File: src/rtl/arb_mux_pkg.sv
// Shared definitions for the round-robin arbitrating multiplexer.
// The payload width default comes from the project-wide DATA_WIDTH define
// and falls back to 32 when no shared types header has set it.
`ifndef DATA_WIDTH
`define DATA_WIDTH 32
`endif

package arb_mux_pkg;

    // Largest channel count the arbiter is intended to serve
    localparam int unsigned ARB_MUX_MAX_IN = 32'd16;

    // Index width for a given channel count; a single channel still needs one bit
    function automatic int sel_width(input int n);
        return (n > 32'sd1) ? $clog2(n) : 32'sd1;
    endfunction

endpackage

File: src/rtl/arb_mux_rr_arbiter.sv
// Combinational round-robin grant generator: picks the first requester at or
// above the pointer, wrapping from the top channel back to channel 0.
module rr_arbiter
    import arb_mux_pkg::*;
#(
    parameter int NUM_IN = 3,
    parameter int SEL_W  = 2
) (
    input  logic [NUM_IN-1:0] req,
    input  logic [SEL_W-1:0]  ptr,
    input  logic              en,
    output logic [NUM_IN-1:0] grant,
    output logic [SEL_W-1:0]  grant_idx,
    output logic              grant_vld
);

    logic [SEL_W-1:0] win_idx_s;
    logic             win_vld_s;
    int               cand_s;

    // Walk the channels upward from ptr with wrap and keep the first requester
    always_comb begin
        win_idx_s = '0;
        win_vld_s = 1'b0;
        cand_s    = 32'sd0;
        for (int k = 0; k < NUM_IN; k++) begin
            cand_s = int'(ptr) + k;
            if (cand_s >= NUM_IN) begin
                cand_s = cand_s - NUM_IN;
            end else begin
                cand_s = cand_s;
            end
            if (!win_vld_s && req[SEL_W'(cand_s)]) begin
                win_vld_s = 1'b1;
                win_idx_s = SEL_W'(cand_s);
            end else begin
                win_vld_s = win_vld_s;
            end
        end
    end

    // One-hot grant only when the consumer is able to take the beat
    always_comb begin
        grant = '0;
        if (en && win_vld_s) begin
            grant[win_idx_s] = 1'b1;
        end else begin
            grant = '0;
        end
    end

    assign grant_idx = win_idx_s;
    assign grant_vld = win_vld_s;

endmodule

File: src/rtl/arb_mux.sv
// Round-robin N:1 multiplexer with a single registered output stage.
// in_ready is purely combinational from in_valid, ptr and the output
// handshake state; the selected payload is captured in the output register.
module arb_mux
    import arb_mux_pkg::*;
#(
    parameter int DATA_WIDTH = `DATA_WIDTH,
    parameter int NUM_IN     = 3
) (
    input  logic                              clk,
    input  logic                              rst_n,
    input  logic [NUM_IN-1:0][DATA_WIDTH-1:0] in_data,
    input  logic [NUM_IN-1:0]                 in_valid,
    output logic [NUM_IN-1:0]                 in_ready,
    output logic [DATA_WIDTH-1:0]             out_data,
    output logic [sel_width(NUM_IN)-1:0]      out_sel,
    output logic                              out_valid,
    input  logic                              out_ready
);

    localparam int SEL_W = sel_width(NUM_IN);

    logic [SEL_W-1:0]  ptr;
    logic              load_s;
    logic              arb_en_s;
    logic [NUM_IN-1:0] grant_s;
    logic [SEL_W-1:0]  grant_idx_s;
    logic              grant_vld_s;

    // The output slot can take a new beat when empty or being drained this edge;
    // nothing is accepted while reset is held so no beat is lost on the floor.
    assign load_s   = ~out_valid | out_ready;
    assign arb_en_s = load_s & rst_n;

    rr_arbiter #(
        .NUM_IN (NUM_IN),
        .SEL_W  (SEL_W)
    ) u_rr_arbiter (
        .req       (in_valid),
        .ptr       (ptr),
        .en        (arb_en_s),
        .grant     (grant_s),
        .grant_idx (grant_idx_s),
        .grant_vld (grant_vld_s)
    );

    assign in_ready = grant_s;

    // Output register and round-robin pointer; both move only on a handshake
    always_ff @(posedge clk) begin
        if (!rst_n) begin
            out_valid <= 1'b0;
            out_data  <= '0;
            out_sel   <= '0;
            ptr       <= '0;
        end else if (load_s) begin
            if (grant_vld_s) begin
                out_valid <= 1'b1;
                out_data  <= in_data[grant_idx_s];
                out_sel   <= grant_idx_s;
                if (grant_idx_s == SEL_W'(NUM_IN - 1)) begin
                    ptr <= '0;
                end else begin
                    ptr <= grant_idx_s + SEL_W'(1);
                end
            end else begin
                out_valid <= 1'b0;
            end
        end else begin
            out_valid <= out_valid;
        end
    end

endmodule

File: config.mk
export PLATFORM = sky130hd
export DESIGN_NAME = arb_mux
export DESIGN_NICKNAME = d
export VERILOG_FILES = /design/src/rtl/arb_mux_pkg.sv /design/src/rtl/arb_mux_rr_arbiter.sv /design/src/rtl/arb_mux.sv
export SDC_FILE = /design/constraint.sdc
export NUM_CORES = 1
export LEC_CHECK = 0
export CORE_MARGIN = 4
export CORE_UTILIZATION = 42
export DETAILED_ROUTE_END_ITERATION = 6
export PLACE_DENSITY = 0.94
export REMOVE_ABC_BUFFERS = 1
export SLEW_MARGIN = 20
export SYNTH_ARGS = -nofsm -noshare
export SYNTH_HDL_FRONTEND = slang
export SYNTH_HIERARCHICAL = 1
export SYNTH_SLANG_ARGS = --single-unit
File: constraint.sdc
create_clock -name clk -period 6.9 [get_ports clk]
set_clock_uncertainty 0.1 [all_clocks]
set_input_delay 1.035 -clock clk [delete_from_list [all_inputs] [get_ports clk]]
set_output_delay 1.035 -clock clk [all_outputs]
set_load 0.005 [all_outputs]
### Word level (Yosys, flattened, before mapping)

Index checks and enable logic that the tools add are counted.

* multiplexer cells: 25
* add/subtract/negate cells: 6
* equal/unequal tests: 1
* reductions and logical operators: 7
* bitwise gates (word level): 3
* $lt $le $gt $ge: 8

Operators with widths (count)
* 32-bit binary-select mux with 2-bit select: 1
* 32-bit two-way mux: 1
* 2-bit two-way mux: 7
* 2-bit by 4-bit < comparator with 1-bit output (second input constant): 3
* 1-bit two-way mux: 11
* 1-bit binary-select mux with 2-bit select: 3
* 3-bit by 2-bit greater-or-equal comparator with 1-bit output (second input constant): 2
* 1-bit logical AND: 4
* 2-bit by 1-bit subtractor with 2-bit output (second input constant): 2
* 2-bit by 1-bit adder with 3-bit output (second input constant): 1
* 2-bit by 2-bit adder with 3-bit output (second input constant): 1
* 2-bit by 3-bit < comparator with 1-bit output (second input constant): 1
* 3-bit two-way mux: 1
* 2-bit by 1-bit adder with 2-bit output (second input constant): 1
* 1-bit demux with 2-bit select: 1
* 2-bit == test (second input constant): 1
* 2-bit by 1-bit greater-or-equal comparator with 1-bit output (second input constant): 1
* 2-bit greater-or-equal comparator (second input constant): 1
* 1-bit logical NOT: 2
* 2-bit AND reduction: 1
* 2-bit subtractor (second input constant): 1
* 1-bit bitwise AND: 1
* 1-bit NOT: 1
* 1-bit bitwise OR: 1

* bits of input ports: 102
* word-level logic and storage cells: 54
* register bits: 37
* output and inout port bits: 38

### Depth between registers and ports, before layout

* depth in word-level cells: 17
* mapped depth: 14
* depth with buffers taken out: 10

### By module

Netlist, hierarchy kept.

Modules (own cells, without submodules)
* arb_mux: area an instance 2154.6 um2, times used 1, cells an instance 214
* rr_arbiter: area an instance 331.6 um2, times used 1, cells an instance 39

### Worst setup path after synthesis

OpenSTA, ideal clock, no wires.

* path kind: input port to output port
* start: input port in_valid[1]
* end: output port in_ready[0]
* data required time: 5765 ps
* cell stages on the path: 5
* setup slack: 3751 ps
* data arrival time: 2014 ps
* path through: mux2i_1 nor2_1 nor4_2 mux2i_1 and2_1

* word-level cells in the longest chain between the ends: 15
* elaborated cells on any way between the ends: 26
* classes of those cells: 2 x order compare; 18 x mux; 6 x reduce/logical

RTL lines
* from (decl): RTL line arb_mux.sv:13 `input logic [NUM_IN-1:0] in_valid,`
* 1-bit binary-select mux with 2-bit select: RTL line arb_mux_rr_arbiter.sv:33 `if (!win_vld_s && req[SEL_W'(cand_s)]) begin`
* 1-bit two-way mux (implied by the code) (2 in series): RTL line arb_mux_rr_arbiter.sv:33
* 1-bit two-way mux: RTL line arb_mux_rr_arbiter.sv:33
* 1-bit logical NOT: RTL line arb_mux_rr_arbiter.sv:33
* 1-bit logical AND: RTL line arb_mux_rr_arbiter.sv:33
* 1-bit two-way mux: RTL line arb_mux_rr_arbiter.sv:33
* 1-bit logical NOT: RTL line arb_mux_rr_arbiter.sv:33
* 1-bit logical AND: RTL line arb_mux_rr_arbiter.sv:33
* 2-bit two-way mux: RTL line arb_mux_rr_arbiter.sv:33
* 2-bit by 3-bit < comparator with 1-bit output (implied by the code) / 2-bit by 1-bit greater-or-equal comparator with 1-bit output (equally long branches): RTL line arb_mux_rr_arbiter.sv:46 `grant[win_idx_s] = 1'b1;`
* 1-bit logical AND (implied by the code): RTL line arb_mux_rr_arbiter.sv:46
* 1-bit two-way mux (implied by the code): RTL line arb_mux_rr_arbiter.sv:46
* 1-bit demux with 2-bit select
* 3-bit two-way mux *: RTL line arb_mux_rr_arbiter.sv:45 `if (en && win_vld_s) begin`
* to (decl): RTL line arb_mux.sv:14 `output logic [NUM_IN-1:0] in_ready,`

Mark *: on every way between the ends. The rest lies on a longest branch, timed or not. The select of a mux whose other input is x is not followed.

### Final worst setup path

Same ends and word-level chain as after synthesis.

==> summary.md <==
| Metric | Value |
|---|---|
| Synthesized instance count | 253 |
| Worst-skew pair later-pin latency | ~0.27 ns |
| Number of clock sinks | 37 |
| Total Routed Length | between 7 and 8 mm |
| XOR/XNOR Fraction of Synth Area | 0 |
| Logic pwr share | 0.655 |
| Fill cells | 440 |
| Core ar. | roughly 0.0056 mm2 |
| FMAX | approximately 0.22 GHz |
| Num CTS Buffers | 5 |
| Via Count | 2586 |
| Clk slew on worst S/H paths | about 0.070 ns |
| Static Leak | roughly 1.6 nW |
| Clock Path Buffers | 2 |
| Slew Viols, Final | 0 |
| H-tree levels | 2 |
| Synth Area in Simple Gates | 0.157 |
| Row cnt | 27 |
| # IOs | 140 |
| Final setup violation count | 0 |
| Crit. End Element | output port |
| Critical Path Start | in_valid[1] |
| RSZ-0062 raised after global routing | false |
| Final hold vios | 0 |
| Die H | approximately 85 um |
| Setup TNS Final | 0 ns |
| Routability congestion estimate | about 0.94 |
| Mux cell area share after synthesis | 0.161 |
| Syn-to-layout area delta | 58.7% |
| CP Data Arrival Time | 3.32 ns |
| Worst vdd ir | ~310 uV |
| Net Sw Power | between 0.0005 and 0.0006 W |
| Worst slack, placed | about 2.5 ns |
| Final #Nets | 480 |
| Post-synthesis sequential area ratio | 0.298 |
| GRT Util Overall | 0.213 |
| Post-Syn Area | between 0.002 and 0.0025 mm2 |
| Hold Crit Class | reg2reg |
| Post-route minimum period | about 4.5 ns |
| Initial Util | 0.443 |
| Seq cells post-synth | 37 |
| FFs w/ async S/R, synth | 0 |
| Syn Area/Cell | 9.83 um2 |
| Pin count of the biggest net entering global routing | between 60 and 70 |
| Synth Area in Adders | 0.0201 |
| Reg power frac | 0.244 |
| Buffer count from post-CTS setup fixing | 0 |
| Worst Max-Slew Pin Slew | a little over 0.7 ns |
| Final period util | 0.646 |
| Share of layout cells above drive strength 1 | 0.0615 |
| PortBufs | 139 |
| Register Area | approximately 740 um2 |
| TritonCTS clock tree | built |
| Hold Buf Count CTS | 0 |
| Die ar. | slightly above 0.007 mm2 |
| Routed WL per cell | 17.2 um |
| YS warnings | 6 |
| Ys flop type | dfxtp_1 |
| DIE WIDTH | 84.9 um |
| Sw Share | 0.382 |
| Diode count | 0 |
| Status | completed |
| CTS Root Cell | clkbuf_8 |
| Clock Power Share | 0.101 |
| Number of synthesized flops with an enable pin | 0 |
| Int Power | 0.000908 W |
| Largest family of logic cells by synthesized area | compound AO/OA/AOI/OAI gates |
| Worst hold slack | ~0.38 ns |
| Multi-input logic area | 0.00157 mm2 |
| Critical path class | in2out |
| Cts repair resizes | 0 |
| Number of routed nets with antenna violations | 0 |
| Worst r2r src | ptr[0] |
| Post-route setup slack | 2.44 ns |
| Remaining Overflow, GRT | 0 |
| Synth cell types | 37 |
| Compound-Gate Fraction of Synth Area | 0.288 |
| Util after Layout | 0.703 |
| Dpl hpwl | around 5.6 mm |
| Number of vias per cell | 5.80 |
| Worst hold start | out_sel[1] |
| Iteration-0 DRC count of the detailed router | 93 |
| Max-slew headroom | 0.519 |
| Vias in the first global route | about 2600 |
| Crit start category | input pin |
| TritonRoute pass-1 iters | 4 |
| Critical Path RT | 5.76 ns |
| Max cap viols | 0 |
| Antenna violations before repair | 0 |
| First-pass GRT wire length | 12.7 mm |
| # DRC | 0 |
| Crit Path Max Fanout | 6 |
| Pwr Density | between 300 and 400 mW/mm2 |
sequential cells by signal (all words and copies together), names as in the netlist:
name / flops
out_data: 32
out_sel: 2
out_valid: 1
ptr: 2
synth_stat cells (all sizes together) (2+ instances only):
master   instances  area [um2]
a21oi            5        25.0
buf             22         130
clkbuf           9        33.8
dfxtp           37         741
ha               4        50.1
inv              7        26.3
mux2             2        26.3
mux2i           36         373
nand2b           5        31.3
nand3            2        10.0
nand3b          32         240
nor2             5        18.8
nor2b            4        32.5
o2111ai         32         280
o211a           32         320
o21ai            4        20.0
power groups by stage:
| stage | logic, W | registers [W] | clock network (W) |
|---|---|---|---|
| 6_report | 0.000962 | 0.000359 | 0.000148 |
| 5_1_grt | 0.00105 | 0.000371 | 0.000163 |
| 4_1_cts | 0.000969 | 0.000360 | 0.000153 |
| 3_5_place_dp | 0.000965 | 0.000363 | 0 |
| 3_3_place_gp | 0.000941 | 0.000357 | 0 |
| 2_1_floorplan | 0.000569 | 0.000367 | 0 |
cell families (layout without fill, tap and decap cells):
group / Yosys count / count (layout)
flops: 37 / 37
fa+ha+maj: 4 / 4
simple gates: 56 / 56
mux: 38 / 38
buf+inv: 38 / 159
compound gates: 80 / 80
per-layer routing:
layer	GRT usage	vias to the layer above	routed length (um)
li1	-	1234	-
met1	0.256	1219	3190
met2	0.365	121	3690
met3	0.0709	12	663
met4	0.0561	0	112
met5	0	-	0
per-stage QoR:
step / cells / area (um2) / total power, W
global route: 446 / 3950 / 0.00159
CTS: 446 / 3950 / 0.00148
finish: 446 / 3950 / 0.00147
floorplan: 222 / 2320 / 0.000937
detailed placement: 439 / 3860 / 0.00133
global placement: 439 / 3860 / 0.00130
critical path: stages:
cell and delay (ns):
clkdlybuf4s50_1 0.51, mux2i_1 0.30, nor2_1 0.12, nor4_2 0.35, mux2i_1 0.34, and2_1 0.17
clkdlybuf4s50_1 0.49
placed cells by master, fill, tap and decap left out, types with 3 or more instances in the layout:
cell	n
a21oi_1	5
buf_4	6
clkbuf_8	6
clkdlybuf4s50_1	139
dfxtp_1	37
ha_1	4
inv_1	4
inv_2	3
mux2i_1	35
nand2b_1	5
nand3b_1	32
nor2_1	3
nor2b_1	3
o2111ai_1	32
o211a_1	32
o21ai_0	4
final cells by class:
cell class | instances | area share
Clock buffer | 7 | 0.0219
Inverter | 7 | 0.00666
Multi-Input combinational cell | 178 | 0.397
Sequential cell | 37 | 0.188
Tap cell | 72 | 0.0228
Timing Repair Buffer | 145 | 0.364
path summary, 6_finish.rpt:
path                            cells after the start           end  slack (ns)
worst min-delay path                                2    out_sel[1]        0.38
worst max register to register                     11  out_data[14]        3.35
worst min register to register                      2    out_sel[1]        0.38
worst max-delay path                                7   in_ready[0]        2.44
No activity file was read; power rests on OpenSTA's default activity.
